$ cat src/rtl/alu_ctrl_pkg.sv
// Shared definitions for the ALU command sequencer, the ALU and the bench.
// Contents:
//   - sequencer state encoding (ST_* localparams and state_t enum)
//   - ALU opcode values (6-bit)
//   - is_busy_state(): true for the states in which received bytes are dropped
package alu_ctrl_pkg;

    localparam logic [2:0] ST_WAIT_A  = 3'd0;
    localparam logic [2:0] ST_WAIT_B  = 3'd1;
    localparam logic [2:0] ST_WAIT_OP = 3'd2;
    localparam logic [2:0] ST_COMPUTE = 3'd3;
    localparam logic [2:0] ST_SEND    = 3'd4;
    localparam logic [2:0] ST_WAIT_TX = 3'd5;

    typedef enum logic [2:0] {
        WAIT_A  = ST_WAIT_A,
        WAIT_B  = ST_WAIT_B,
        WAIT_OP = ST_WAIT_OP,
        COMPUTE = ST_COMPUTE,
        SEND    = ST_SEND,
        WAIT_TX = ST_WAIT_TX
    } state_t;

    localparam logic [5:0] ADD = 6'b100000;
    localparam logic [5:0] SUB = 6'b100010;
    localparam logic [5:0] AND = 6'b100100;
    localparam logic [5:0] OR  = 6'b100101;
    localparam logic [5:0] XOR = 6'b100110;
    localparam logic [5:0] SRA = 6'b000011;
    localparam logic [5:0] SRL = 6'b000010;
    localparam logic [5:0] NOR = 6'b100111;

    function automatic logic is_busy_state(input state_t s);
        return (s == COMPUTE) || (s == SEND) || (s == WAIT_TX);
    endfunction

endpackage

$ cat src/rtl/alu_uart_sequencer_if.sv
// Bus between the sequencer and its surroundings (uart_rx, uart_tx, ALU).
// Signals:
//   i_rx_data / i_rx_valid : received byte, qualified by a one-cycle pulse
//   o_alu_a / o_alu_b / o_alu_opcode : registered ALU operands
//   i_alu_result           : combinational ALU result
//   o_tx_data / o_tx_start : result byte and one-cycle transmit start
//   i_tx_done              : one-cycle transmit completion pulse
//   o_busy, o_overrun, o_timeout : status
//   o_state                : current sequencer state (debug)
// Modports: master = sequencer side, slave = environment side.
//
// Handshake semantics: there is no ready signal on either side. A receive
// byte exists only in the cycle i_rx_valid is high; if the sequencer is busy
// it is dropped and o_overrun pulses one cycle later. o_tx_start is a
// one-cycle request with o_tx_data already stable; o_tx_data stays stable
// until i_tx_done pulses, and i_tx_done is honoured only while waiting for it.
interface alu_uart_sequencer_if
    import alu_ctrl_pkg::*;
#(
    parameter int NB_DATA   = 8,
    parameter int NB_OPCODE = 6
);

    logic [NB_DATA-1:0]   i_rx_data;
    logic                 i_rx_valid;
    logic [NB_DATA-1:0]   o_alu_a;
    logic [NB_DATA-1:0]   o_alu_b;
    logic [NB_OPCODE-1:0] o_alu_opcode;
    logic [NB_DATA-1:0]   i_alu_result;
    logic [NB_DATA-1:0]   o_tx_data;
    logic                 o_tx_start;
    logic                 i_tx_done;
    logic                 o_busy;
    logic                 o_overrun;
    logic                 o_timeout;
    state_t               o_state;

    modport master (
        input  i_rx_data, i_rx_valid, i_alu_result, i_tx_done,
        output o_alu_a, o_alu_b, o_alu_opcode, o_tx_data, o_tx_start,
               o_busy, o_overrun, o_timeout, o_state
    );

    modport slave (
        output i_rx_data, i_rx_valid, i_alu_result, i_tx_done,
        input  o_alu_a, o_alu_b, o_alu_opcode, o_tx_data, o_tx_start,
               o_busy, o_overrun, o_timeout, o_state
    );

endinterface

$ cat src/rtl/inter_byte_timer.sv
// Idle-cycle counter used to abandon a partially received command.
// Ports:
//   i_clock   : clock, rising edge
//   i_reset   : asynchronous active-low reset
//   i_clear   : return the count to zero (has priority over i_enable)
//   i_enable  : count one idle cycle
//   o_expired : high in the cycle the count sits at TIMEOUT_CYCLES-1 while
//               enabled and not cleared (so a clear in that cycle wins)
module inter_byte_timer #(
    parameter int TIMEOUT_CYCLES = 1000000,
    parameter int NB_TIMER       = 20
) (
    input  logic i_clock,
    input  logic i_reset,
    input  logic i_clear,
    input  logic i_enable,
    output logic o_expired
);

    localparam logic [NB_TIMER-1:0] LAST = NB_TIMER'(TIMEOUT_CYCLES - 1);

    logic [NB_TIMER-1:0] count;

    always_ff @(posedge i_clock or negedge i_reset) begin
        if (!i_reset) begin
            count <= '0;
        end else if (i_clear) begin
            count <= '0;
        end else if (i_enable) begin
            count <= count + NB_TIMER'(1);
        end
    end

    assign o_expired = i_enable && !i_clear && (count == LAST);

endmodule

$ cat src/rtl/alu_uart_sequencer.sv
// Collects operand A, operand B and opcode bytes from the UART receiver,
// drives them to the shared ALU, latches the result and hands it to the UART
// transmitter, then waits for transmit completion before the next command.
// Ports:
//   i_clock : clock, rising edge
//   i_reset : asynchronous active-low reset
//   bus     : alu_uart_sequencer_if.master (receive, ALU, transmit, status)
module alu_uart_sequencer
    import alu_ctrl_pkg::*;
#(
    parameter int NB_DATA        = 8,
    parameter int NB_OPCODE      = 6,
    parameter int TIMEOUT_CYCLES = 1000000,
    parameter int NB_TIMER       = 20
) (
    input  logic                       i_clock,
    input  logic                       i_reset,
    alu_uart_sequencer_if.master       bus
);

    state_t               state;
    logic [NB_DATA-1:0]   alu_a;
    logic [NB_DATA-1:0]   alu_b;
    logic [NB_OPCODE-1:0] alu_opcode;
    logic [NB_DATA-1:0]   tx_data;
    logic                 tx_start;
    logic                 busy;
    logic                 overrun;
    logic                 timeout;

    logic collecting;
    logic timer_clear;
    logic timer_expired;

    // The timer only runs between bytes of a command; any byte arriving in
    // the expiry cycle clears it, so the byte wins over the timeout.
    assign collecting  = (state == WAIT_B) || (state == WAIT_OP);
    assign timer_clear = bus.i_rx_valid || !collecting;

    inter_byte_timer #(
        .TIMEOUT_CYCLES (TIMEOUT_CYCLES),
        .NB_TIMER       (NB_TIMER)
    ) u_timer (
        .i_clock   (i_clock),
        .i_reset   (i_reset),
        .i_clear   (timer_clear),
        .i_enable  (collecting),
        .o_expired (timer_expired)
    );

    always_ff @(posedge i_clock or negedge i_reset) begin
        if (!i_reset) begin
            state      <= WAIT_A;
            alu_a      <= '0;
            alu_b      <= '0;
            alu_opcode <= '0;
            tx_data    <= '0;
            tx_start   <= 1'b0;
            busy       <= 1'b0;
            overrun    <= 1'b0;
            timeout    <= 1'b0;
        end else begin
            tx_start <= 1'b0;
            timeout  <= 1'b0;
            // Busy states drop every received byte and flag it a cycle later.
            overrun  <= is_busy_state(state) && bus.i_rx_valid;

            case (state)
                WAIT_A: begin
                    if (bus.i_rx_valid) begin
                        alu_a <= bus.i_rx_data;
                        state <= WAIT_B;
                    end
                end
                WAIT_B: begin
                    if (bus.i_rx_valid) begin
                        alu_b <= bus.i_rx_data;
                        state <= WAIT_OP;
                    end else if (timer_expired) begin
                        timeout <= 1'b1;
                        state   <= WAIT_A;
                    end
                end
                WAIT_OP: begin
                    if (bus.i_rx_valid) begin
                        alu_opcode <= bus.i_rx_data[NB_OPCODE-1:0];
                        busy       <= 1'b1;
                        state      <= COMPUTE;
                    end else if (timer_expired) begin
                        timeout <= 1'b1;
                        state   <= WAIT_A;
                    end
                end
                COMPUTE: begin
                    // Operands have been stable for a full cycle here.
                    tx_data  <= bus.i_alu_result;
                    tx_start <= 1'b1;
                    state    <= SEND;
                end
                SEND: begin
                    state <= WAIT_TX;
                end
                WAIT_TX: begin
                    if (bus.i_tx_done) begin
                        busy  <= 1'b0;
                        state <= WAIT_A;
                    end
                end
                default: begin
                    busy  <= 1'b0;
                    state <= WAIT_A;
                end
            endcase
        end
    end

    assign bus.o_state      = state;
    assign bus.o_alu_a      = alu_a;
    assign bus.o_alu_b      = alu_b;
    assign bus.o_alu_opcode = alu_opcode;
    assign bus.o_tx_data    = tx_data;
    assign bus.o_tx_start   = tx_start;
    assign bus.o_busy       = busy;
    assign bus.o_overrun    = overrun;
    assign bus.o_timeout    = timeout;

endmodule

$ cat src/flat_wrapper.sv
// flat-port wrapper written by rule: the top's interface ports become plain ports
module alu_uart_sequencer_flat import alu_ctrl_pkg::*;
#(
    parameter int NB_DATA        = 8,
    parameter int NB_OPCODE      = 6,
    parameter int TIMEOUT_CYCLES = 1000000,
    parameter int NB_TIMER       = 20
)
  (i_clock, i_reset, bus_i_rx_data, bus_i_rx_valid, bus_i_alu_result, bus_i_tx_done, bus_o_alu_a, bus_o_alu_b, bus_o_alu_opcode, bus_o_tx_data, bus_o_tx_start, bus_o_busy, bus_o_overrun, bus_o_timeout, bus_o_state);
  alu_uart_sequencer_if #(.NB_DATA(NB_DATA), .NB_OPCODE(NB_OPCODE)) bus_i ();
  input  logic i_clock;
  input  logic i_reset;
  input wire logic [$bits(bus_i.i_rx_data)-1:0] bus_i_rx_data;
  input wire logic [$bits(bus_i.i_rx_valid)-1:0] bus_i_rx_valid;
  input wire logic [$bits(bus_i.i_alu_result)-1:0] bus_i_alu_result;
  input wire logic [$bits(bus_i.i_tx_done)-1:0] bus_i_tx_done;
  output wire logic [$bits(bus_i.o_alu_a)-1:0] bus_o_alu_a;
  output wire logic [$bits(bus_i.o_alu_b)-1:0] bus_o_alu_b;
  output wire logic [$bits(bus_i.o_alu_opcode)-1:0] bus_o_alu_opcode;
  output wire logic [$bits(bus_i.o_tx_data)-1:0] bus_o_tx_data;
  output wire logic [$bits(bus_i.o_tx_start)-1:0] bus_o_tx_start;
  output wire logic [$bits(bus_i.o_busy)-1:0] bus_o_busy;
  output wire logic [$bits(bus_i.o_overrun)-1:0] bus_o_overrun;
  output wire logic [$bits(bus_i.o_timeout)-1:0] bus_o_timeout;
  output wire logic [$bits(bus_i.o_state)-1:0] bus_o_state;
  assign bus_i.i_rx_data = bus_i_rx_data;
  assign bus_i.i_rx_valid = bus_i_rx_valid;
  assign bus_i.i_alu_result = bus_i_alu_result;
  assign bus_i.i_tx_done = bus_i_tx_done;
  assign bus_o_alu_a = bus_i.o_alu_a;
  assign bus_o_alu_b = bus_i.o_alu_b;
  assign bus_o_alu_opcode = bus_i.o_alu_opcode;
  assign bus_o_tx_data = bus_i.o_tx_data;
  assign bus_o_tx_start = bus_i.o_tx_start;
  assign bus_o_busy = bus_i.o_busy;
  assign bus_o_overrun = bus_i.o_overrun;
  assign bus_o_timeout = bus_i.o_timeout;
  assign bus_o_state = bus_i.o_state;
  alu_uart_sequencer #(.NB_DATA(NB_DATA), .NB_OPCODE(NB_OPCODE), .TIMEOUT_CYCLES(TIMEOUT_CYCLES), .NB_TIMER(NB_TIMER)) u_core (.i_clock(i_clock), .i_reset(i_reset), .bus(bus_i));
endmodule
$ cat config.mk
export PLATFORM = sky130hd
export DESIGN_NAME = alu_uart_sequencer_flat
export DESIGN_NICKNAME = d
export VERILOG_FILES = /design/src/rtl/alu_ctrl_pkg.sv /design/src/rtl/alu_uart_sequencer_if.sv /design/src/rtl/inter_byte_timer.sv /design/src/rtl/alu_uart_sequencer.sv /design/src/flat_wrapper.sv
export SDC_FILE = /design/constraint.sdc
export NUM_CORES = 1
export LEC_CHECK = 0
export ABC_AREA = 1
export CAP_MARGIN = 10
export CORE_MARGIN = 1
export CORE_UTILIZATION = 50
export DETAILED_ROUTE_END_ITERATION = 12
export PLACE_DENSITY = 0.88
export SYNTH_ARGS = -nofsm -noshare
export SYNTH_HDL_FRONTEND = slang
export SYNTH_SLANG_ARGS = --single-unit
$ cat constraint.sdc
create_clock -name i_clock -period 1.6 [get_ports i_clock]
set_input_delay 0.16 -clock i_clock [delete_from_list [all_inputs] [get_ports i_clock]]
set_output_delay 0.16 -clock i_clock [all_outputs]
set_load 0.01 [all_outputs]
==> metrics.txt, run 1 <==
status=finished, final reports clean; Min-Delay Path Class=in2async; Yosys reg bits=57; Compound-Gate Fraction of Synth Area=8.475%; CP top delay family=simple AND/OR/NAND/NOR gates; Max Clock Skew=0.01011 ns; Detail Route Antenna Nets=0; Logic pwr share=36.5%; top cell type by total area after synthesis=dfrtp_1; final hold vios=0; layout cells sized above 1=11.72%; Post-Syn Instances=312; leakage=~1.6 nW; max cap viols=0; CTS tree=done; Reg power frac=a little under two fifths; H-tree levels=3; Internal=approximately 4.0 mW; PortBufs=56; crit path launch type=register; Filler Cell Count=406; Mapped Nets=333; CP max FO=16; minimum clock period=1.537 ns; WL/cell=13.06 um; most frequent cells after synthesis=99 x nand2_1, 57 x dfrtp_1, 35 x nor2_1; DR vias=2285; Synth area leaders=dfrtp_1 54%, nand2_1 14%, nor2_1 5.0%; CP Capture Type=register; ys flop type=dfrtp_1; Longest Clk Path Bufs=2; setup ws final=0.06307 ns; Tot GR Track Use=23.18%; Seq/Total Area, Yosys=between 50 and 60%; router iterations before antenna repair=4; Ys Warns=0; Max VDD drop=1.194 mV; largest net degree at the start of global routing=58; EDFF count, synth=0; Slew @ Worst Pin=0.4949 ns; Core ar.=about 5100 um2; post-DP HPWL=4.264 mm; vias per cell=5.033; Final period util=96.06%; Hold Slack=0.3597 ns; total wire length=5.929 mm; num rows=26; worst reg-to-reg setup slack=roughly 0.063 ns; Unique masters post-synth=26; Net Sw Frac=32.58%; cts bufs inserted=9; Synth Cell Area=roughly 2600 um2; XOR/XNOR Fraction of Synth Area=under 10%; fin nets=400; Layout area overhead=34.00%; full die area=approximately 5600 um2; Die Width=74.70 um; drt initial violations=165; required time worst endpoint=1.83 ns; Root Buffer=clkbuf_8; Post-Synth Simple-Gate Area=around 28%; CTS clk-pin slew, worst paths=0.07 ns; initial antenna violation count=0; first-pass GRT wire length=9.549 mm; Clk network pwr share=26.8%; RSZ-0062 raised after global routing=yes; critical path, cell by cell=inv_2, nand2_2, nor2_1, nand2_1, o21ai_0; ys async rst share=100.0%; Power Total=5.973 mW; mux cell area share after synthesis=0%; Clock Sinks=57; clock latency on the worst-skew pair=0.33 ns; n_diodes=0; worst slack at placement=-0.01072 ns; vias in the first global route=2214; crit path kind=reg2reg; Final Setup Violations=0; CP Data Arrival Time=1.77 ns; Synth top area share=53.98%; Reg-to-Reg Start=u_core.bus.o_state[2]; area of the multi-input gates=1042 um2; register area=1429 um2; Adder-Cell Fraction of Synth Area=less than 1%; count leader, synth=nand2_1; Mean Syn Cell Area=8.470 um2; die height=74.70 um; GRT overflow=0; CP max stage delay=0.42 ns; Final Util=69.33%; drc violations=0; P_sw=1.946 mW; Pwr per Cell Area=about 1700 nW/um2; Slew HR=approximately 67%; routability cong.=0.9189; Buf+Inv Stages, Crit Path=1; Fmax=roughly 650 MHz; Max Slew Vio Count=0; largest family of logic cells by synthesized area=simple AND/OR/NAND/NOR gates; initial core utilization=approximately 52%; crit path from=u_core.bus.o_state[2]; Ports=57; Crit-path slowest cell=dfrtp_1
==> state kept, by name (all words and copies together) (netlist names) <==
register and cells:
u_core.bus.o_tx_start 1, u_core.u_timer.count 20, u_core.bus.o_alu_opcode 6, u_core.bus.o_tx_data 8, u_core.bus.o_alu_b 8, u_core.bus.o_busy 1
u_core.bus.o_timeout 1, u_core.bus.o_state 3, u_core.bus.o_overrun 1, u_core.bus.o_alu_a 8
==> cell families after synthesis <==
group	count (synthesis)
adders and majority gates	1
xor gates and xnor gates	7
buffers and inverters	42
DFF	57
and+or+nand+nor	166
AOI/OAI and AO/OA	39
==> layer usage <==
layer	GRT usage (%)	routed length, um
met5	0	0
met4	9.853	98
met3	7.363	372
met2	39.04	2991
met1	27.46	2466
==> placed cells by master, fill, tap and decap left out, types with 2 or more instances in the layout <==
cell / n
a21oi_1: 7
o21ai_0: 20
nand3_1: 10
dfrtp_1: 55
inv_2: 4
nor3_2: 2
nor2_2: 4
bufinv_16: 3
inv_1: 33
clkbuf_8: 9
nor2_1: 34
nor3_4: 2
buf_4: 3
xor2_1: 6
o21ai_2: 6
dfrtp_2: 2
nand2_1: 99
o21ai_1: 4
nand3_2: 3
clkbuf_1: 2
clkdlybuf4s50_1: 55
nand4_1: 5
nor3_1: 4
==> cell type report <==
cell class	instances	area share (%)
clock inverter	5	2.933
sequential	57	40.35
clock buffer	11	3.710
inverter	37	3.922
timing repair buffer	61	17.17
multi-input combinational	213	29.43
tap	70	2.473
==> timing repair <==
item / CTS / global route
buffers inserted: 0 / 0
hold endpoints to repair: 57 / 0
gates resized for setup: 1 / 4
pin swaps: 0 / 0
hold buffers: 1 / 0
endpoints found under the setup margin: 1 / 13
==> per-stage QoR <==
| stage | instance area [um2] | setup TNS, ns | cells |
|---|---|---|---|
| after global placement | 3278 | 0 | 437 |
| final | 3541 | 0 | 454 |
| after CTS | 3526 | 0 | 454 |
| after floorplan | 2643 | 0 | 312 |
| after detailed placement | 3278 | -0.01072 | 437 |
| after global routing | 3541 | -0.1442 | 454 |
==> worst register-to-register path: stages (launching register included) <==
cell and delay, ns:
dfrtp_1 0.42, inv_2 0.13, nand2_2 0.09, nor2_1 0.14, nand2_1 0.33, o21ai_0 0.33
==> path summary, 6_finish.rpt <==
kind	cells after the start	endpoint
max in group asynchronous	3	u_core.bus.o_state[0]
worst min-delay path	3	u_core.u_timer.count[1]
worst min register to register	2	u_core.bus.o_tx_data[0]
worst max-delay path	5	u_core.bus.o_alu_b[1]
worst max register to register	5	u_core.bus.o_alu_b[1]
min in group i_clock	3	u_core.bus.o_tx_data[1]
==> power groups by stage <==
stage / combinational (mW) / clock (mW) / sequential, mW
2_1_floorplan: 0.866 / 0 / 2.37
3_3_place_gp: 2.09 / 0 / 2.18
3_5_place_dp: 2.19 / 0 / 2.19
4_1_cts: 2.20 / 1.62 / 2.18
5_1_grt: 2.43 / 1.68 / 2.24
6_report: 2.18 / 1.60 / 2.19
(Power assumes the default switching activity.)
==> run 2, diff against run 1 <==
CORE_MARGIN = unset   (was 1)
CORE_UTILIZATION = 54   (was 50)
PLACE_DENSITY = 0.93   (was 0.88)
clock period = 1.9 ns   (was 1.6 ns; I/O delays follow)
==> run 2 against run 1 <==
Fmax down 5.8%. Critical endpoint is now u_core.bus.o_state[0]. Register-to-register slack better by 0.21 ns. Non-clock buffer count down 2. Clock-buffer cell count unchanged. Combinational power down 18%. Via count down 0.39%. Highest routed layer unchanged.
==> metrics.txt, run 2 (synthesis results as in run 1) <==
status=finished, final reports clean (unchanged); initial antenna violation count=0 (unchanged); placed cell count=432 (was 437); Power Total=4.882 mW (was 5.973 mW); Pwr per Cell Area=1399 nW/um2 (was 1687 nW/um2); Clock Sinks=57 (unchanged); Longest Clk Path Bufs=2 (unchanged); Core ar.=4723 um2 (was 5107 um2); Layout area overhead=32.06% (was 34.00%); Root Buffer=clkbuf_8 (unchanged); cts bufs inserted=9 (unchanged); Final Util=73.88% (was 69.33%); CTS tree=done (unchanged); router iterations before antenna repair=5 (was 4); clock latency on the worst-skew pair=0.33 ns (about the same); max cap viols=0 (unchanged); total wire length=6.010 mm (was 5.929 mm); R2R depth=10 (was 5); most flop-heavy register=u_core.u_timer.count (unchanged); GRT overflow=0 (unchanged); CP Capture Type=register (unchanged); minimum clock period=1.631 ns (was 1.537 ns); Final Setup Violations=0 (unchanged); H-tree levels=3 (unchanged); max FFs per register=20 (unchanged); full die area=5178 um2 (was 5580 um2); Tot GR Track Use=25.53% (was 23.18%); setup bufs post-CTS=0 (unchanged); Layout Cells excl Fill=449 (was 454); RSZ-0062 raised after global routing=no (was yes); final hold vios=0 (unchanged); Detail Route Antenna Nets=0 (unchanged); most frequent cells in the layout=99 x nand2_1, 57 x dfrtp_1, 55 x clkdlybuf4s50_1, 35 x nor2_1, 33 x inv_1 (was 99 x nand2_1, 55 x clkdlybuf4s50_1, 55 x dfrtp_1, 34 x nor2_1, 33 x inv_1); crit path kind=reg2reg (unchanged); Fmax=613.0 MHz (was 650.7 MHz); leakage=1.613 nW (was 1.623 nW); n_diodes=0 (unchanged); first-pass GRT wire length=9.887 mm (was 9.549 mm); crit path launch type=register (unchanged); worst reg-to-reg setup slack=0.27 ns (was 0.06 ns); Max VDD drop=0.8408 mV (was 1.194 mV); area of the multi-input gates=1027 um2 (was 1042 um2); register area=1426 um2 (was 1429 um2); num rows=25 (was 26); required time worst endpoint=2.12 ns (was 1.83 ns); reg2reg end=u_core.bus.o_state[0] (was u_core.bus.o_alu_b[1]); Final period util=85.85% (was 96.06%); Ports=57 (unchanged); drt initial violations=190 (was 165); WL/cell=13.39 um (was 13.06 um); Slew HR=57.45% (was 66.93%); routability cong.=0.8939 (was 0.9189); Die Width=71.96 um (was 74.70 um); initial core utilization=55.95% (was 51.74%); layout cells sized above 1=10.47% (was 11.72%); crit path to=u_core.bus.o_state[0] (was u_core.bus.o_alu_b[1]); CP max FO=7 (was 16); fin nets=398 (was 400); Min-Delay Path Class=in2reg (was in2async); crit path from=u_core.u_timer.count[0] (was u_core.bus.o_state[2]); Filler Cell Count=338 (was 406); Max Slew Vio Count=0 (unchanged); Max Clock Skew=0.006499 ns (was 0.01011 ns); vias per cell=5.069 (was 5.033); Slew @ Worst Pin=0.6383 ns (was 0.4949 ns); Reg-to-Reg Start=u_core.u_timer.count[0] (was u_core.bus.o_state[2]); largest net degree at the start of global routing=31 (was 58); CTS clk-pin slew, worst paths=0.07 ns (about the same); DR vias=2276 (was 2285); vias in the first global route=2146 (was 2214); final setup TNS=0 ns (unchanged); drc violations=0 (unchanged); die height=71.96 um (was 74.70 um); CP Data Arrival Time=1.85 ns (was 1.77 ns); PortBufs=56 (unchanged); most common cell after layout, fill and taps aside=nand2_1 (unchanged); post-DP HPWL=4.211 mm (was 4.264 mm)
[run 2: where the power goes]
part	internal, mW	total, mW	switching, mW	leakage (nW)
logic	0.895	1.79	0.898	0.756
clock network	0.772	1.24	0.471	0.113
registers	1.59	1.85	0.261	0.745
total	3.25	4.88	1.63	1.61
[run 2: stage by stage]
step / worst slack (ns) / hold WS (ns) / cell area, um2
after floorplan: 0.4576 / -0.1056 / 2643
after global placement: 0.3444 / 0.2505 / 3259
after detailed placement: 0.2658 / 0.2515 / 3259
after CTS: 0.2610 / 0.3775 / 3490
after global routing: 0.03154 / 0.4122 / 3490
final: 0.2688 / 0.3930 / 3490
[run 2: critical path, stage by stage, from the launching register on]
cell and delay (ns):
dfrtp_1 0.46, ha_1 0.28, nand2_1 0.07, nor2_1 0.18, inv_1 0.09, nor2_1 0.13, nand3_2 0.09, nand2_1 0.08
nand2_1 0.05, nand2_1 0.05, nand2_1 0.04
[run 2: final cells by class]
cell class / count / area share (%)
flip-flops and latches: 57 / 40.87
multi-input cells: 213 / 29.44
repair buffers: 59 / 17.00
clock buffers: 11 / 4.052
inverters: 37 / 3.980
well taps: 67 / 2.402
clock inverters: 5 / 2.259
[run 2: routing by layer]
layer  wire length, um  track usage, %  vias up
li1                  -               -     1110
met1              2494           31.68     1074
met2              3076           42.77       86
met4                63           10.89        0
met3               376           6.389        6
met5                 0               0        -
[run 2: worst min path at each step]
| stage | startpoint | to | slack (ns) | depth (start not counted) |
|---|---|---|---|---|
| floorplan | i_reset | u_core.bus.o_alu_a[0] | -0.11 | 0 |
| global placement | i_reset | u_core.bus.o_alu_a[6] | 0.25 | 1 |
| detailed placement | i_reset | u_core.bus.o_alu_opcode[3] | 0.25 | 1 |
| CTS | bus_i_alu_result[0] | u_core.bus.o_tx_data[0] | 0.38 | 3 |
| global route | bus_i_alu_result[3] | u_core.bus.o_tx_data[3] | 0.41 | 3 |
| finish | bus_i_alu_result[0] | u_core.bus.o_tx_data[0] | 0.39 | 3 |
[run 2: repair_timing]
item	in CTS	in global routing
gates resized for setup	0	0
hold buffers	1	0
hold endpoints to repair	27	0
==> run 3, diff against run 2 <==
CORE_UTILIZATION = 56   (was 54)
CTS_BUF_LIST = sky130_fd_sc_hd__clkbuf_4 sky130_fd_sc_hd__clkbuf_8   (was unset)
PLACE_DENSITY = 0.94   (was 0.93)
==> run 3 against run 2 <==
Sequential share of layout area down 0.10 points. The flow now finishes with violations (DRC). Cell count down 3.3%. Flip-flop and latch count unchanged. Non-clock buffer count unchanged. Clock-buffer cell count up 2.
==> metrics.txt, run 3 (synthesis results as in run 1) <==
DR vias=2287 (was 2276); Die Width=70.70 um (was 71.96 um); clock latency on the worst-skew pair=0.33 ns (about the same); Final period util=86.23% (was 85.85%); fin nets=398 (unchanged); leakage=1.626 nW (was 1.613 nW); Final Setup Violations=0 (unchanged); router iterations before antenna repair=8 (was 5); minimum clock period=1.638 ns (was 1.631 ns); violated checks=DRC; Max Slew Vio Count=0 (unchanged); Pwr per Cell Area=1443 nW/um2 (was 1399 nW/um2); vias in the first global route=2325 (was 2146); layout cells sized above 1=10.73% (was 10.47%); status=finished, violations left (was finished, final reports clean); max cap viols=0 (unchanged); Max VDD drop=0.8483 mV (was 0.8408 mV); n_diodes=0 (unchanged); vias per cell=5.270 (was 5.069); Fmax=610.4 MHz (was 613.0 MHz); CP Capture Type=register (unchanged); Detail Route Antenna Nets=0 (unchanged); drt initial violations=241 (was 190); CTS clk-pin slew, worst paths=0.07 ns (about the same); H-tree levels=3 (unchanged); Slew HR=67.07% (was 57.45%); post-DP HPWL=4.466 mm (was 4.211 mm); WL/cell=14.74 um (was 13.39 um); Min-Delay Path Class=in2async (was in2reg); Root Buffer=clkbuf_8 (unchanged); final setup TNS=0 ns (unchanged); required time worst endpoint=2.12 ns (about the same); Max Clock Skew=0.006839 ns (was 0.006499 ns); PortBufs=56 (unchanged); routability cong.=0.8968 (was 0.8939); CP Data Arrival Time=1.86 ns (was 1.85 ns); most flop-heavy register=u_core.u_timer.count (unchanged); Power Total=5.049 mW (was 4.882 mW); Core ar.=4444 um2 (was 4723 um2); CP max FO=7 (unchanged); crit path launch type=register (unchanged); num rows=24 (was 25); RSZ-0062 raised after global routing=no (unchanged); cts bufs inserted=9 (unchanged); most common cell after layout, fill and taps aside=nand2_1 (unchanged); first-pass GRT wire length=10.76 mm (was 9.887 mm); Slew @ Worst Pin=0.4935 ns (was 0.6383 ns); Layout area overhead=32.39% (was 32.06%); die height=70.70 um (was 71.96 um); post_cts resized=0 (unchanged); initial antenna violation count=0 (unchanged); largest net degree at the start of global routing=42 (was 31); max FFs per register=20 (unchanged); final hold vios=0 (unchanged); Ports=57 (unchanged); drc violations=6 (was 0); full die area=4998 um2 (was 5178 um2); Tot GR Track Use=28.04% (was 25.53%); most frequent cells in the layout=99 x nand2_1, 57 x dfrtp_1, 55 x clkdlybuf4s50_1, 35 x nor2_1, 33 x inv_1 (unchanged); GRT overflow=0 (unchanged); initial core utilization=59.46% (was 55.95%); CTS tree=done (unchanged); Clock Sinks=57 (unchanged); total wire length=6.395 mm (was 6.010 mm); crit path kind=reg2reg (unchanged); Longest Clk Path Bufs=2 (unchanged)
-- run 3: cell types whose count changed in the layout (fill, tap and decap cells not counted), sizes merged --
cell	before	now
clkbuf	11	13
inv	37	38
clkinv	3	0
-- run 3: worst paths after layout --
check / to / slack, ns / depth (start not counted) / start
setup / recovery: u_core.bus.o_state[0] / 0.26 / 10 / u_core.u_timer.count[0]
hold / removal: u_core.bus.o_alu_b[2] / 0.32 / 2 / i_reset
setup reg to reg: u_core.bus.o_state[0] / 0.26 / 10 / u_core.u_timer.count[0]
hold reg to reg: u_core.bus.o_tx_data[1] / 0.47 / 2 / u_core.bus.o_tx_data[1]
max in group asynchronous: u_core.u_timer.count[8] / 1.03 / 3 / i_reset
min in group i_clock: u_core.bus.o_tx_data[2] / 0.39 / 3 / bus_i_alu_result[2]
-- run 3: final cells by class --
| class | count | area (um2) |
|---|---|---|
| inverter | 37 | 138.9 |
| tap | 52 | 65.06 |
| fill | 311 | 945.9 |
| clock buffer | 13 | 178.9 |
| sequential | 57 | 1426 |
| clock inverter | 3 | 68.82 |
| timing repair buffer | 59 | 593.1 |
| multi-input combinational | 213 | 1027 |
-- run 3: timing repair --
action / CTS / global route
hold buffers: 1 / 0
endpoints found under the hold margin: 16 / 0
setup buffers: 0 / 0
-- run 3: metal layers --
layer | global-route usage, % | share of wire (%) | wire length, um
met5 | 0 | 0 | 0
met2 | 47.44 | 51 | 3243
met3 | 8.547 | 7.0 | 450
met4 | 9.333 | 0.92 | 59
met1 | 34.49 | 41 | 2641
-- run 3: power by group --
part           leakage [nW]  switching (mW)  internal, mW
clock                 0.126           0.491         0.887
sequential            0.745           0.267          1.59
combinational         0.756           0.923         0.895
-- run 3: through the flow --
| step | setup WS (ns) | area [um2] | cells | hold slack [ns] | utilization [%] |
|---|---|---|---|---|---|
| 2_1_floorplan | 0.4576 | 2643 | 312 | -0.1056 | - |
| 3_3_place_gp | 0.3657 | 3241 | 417 | 0.1390 | 72.92 |
| 3_5_place_dp | 0.2719 | 3241 | 417 | 0.1454 | 72.92 |
| 4_1_cts | 0.2657 | 3498 | 434 | 0.3249 | 78.72 |
| 5_1_grt | 0.1336 | 3498 | 434 | 0.3595 | 78.72 |
| 6_report | 0.2617 | 3498 | 434 | 0.3196 | 78.72 |
-- run 3: worst max-delay path, cell delays in order, from the launching register on --
cell and delay, ns:
dfrtp_1 0.46, ha_1 0.29, nand2_1 0.08, nor2_1 0.16
inv_1 0.09, nor2_1 0.13, nand3_2 0.09, nand2_1 0.07
nand2_1 0.05, nand2_1 0.05, nand2_1 0.05
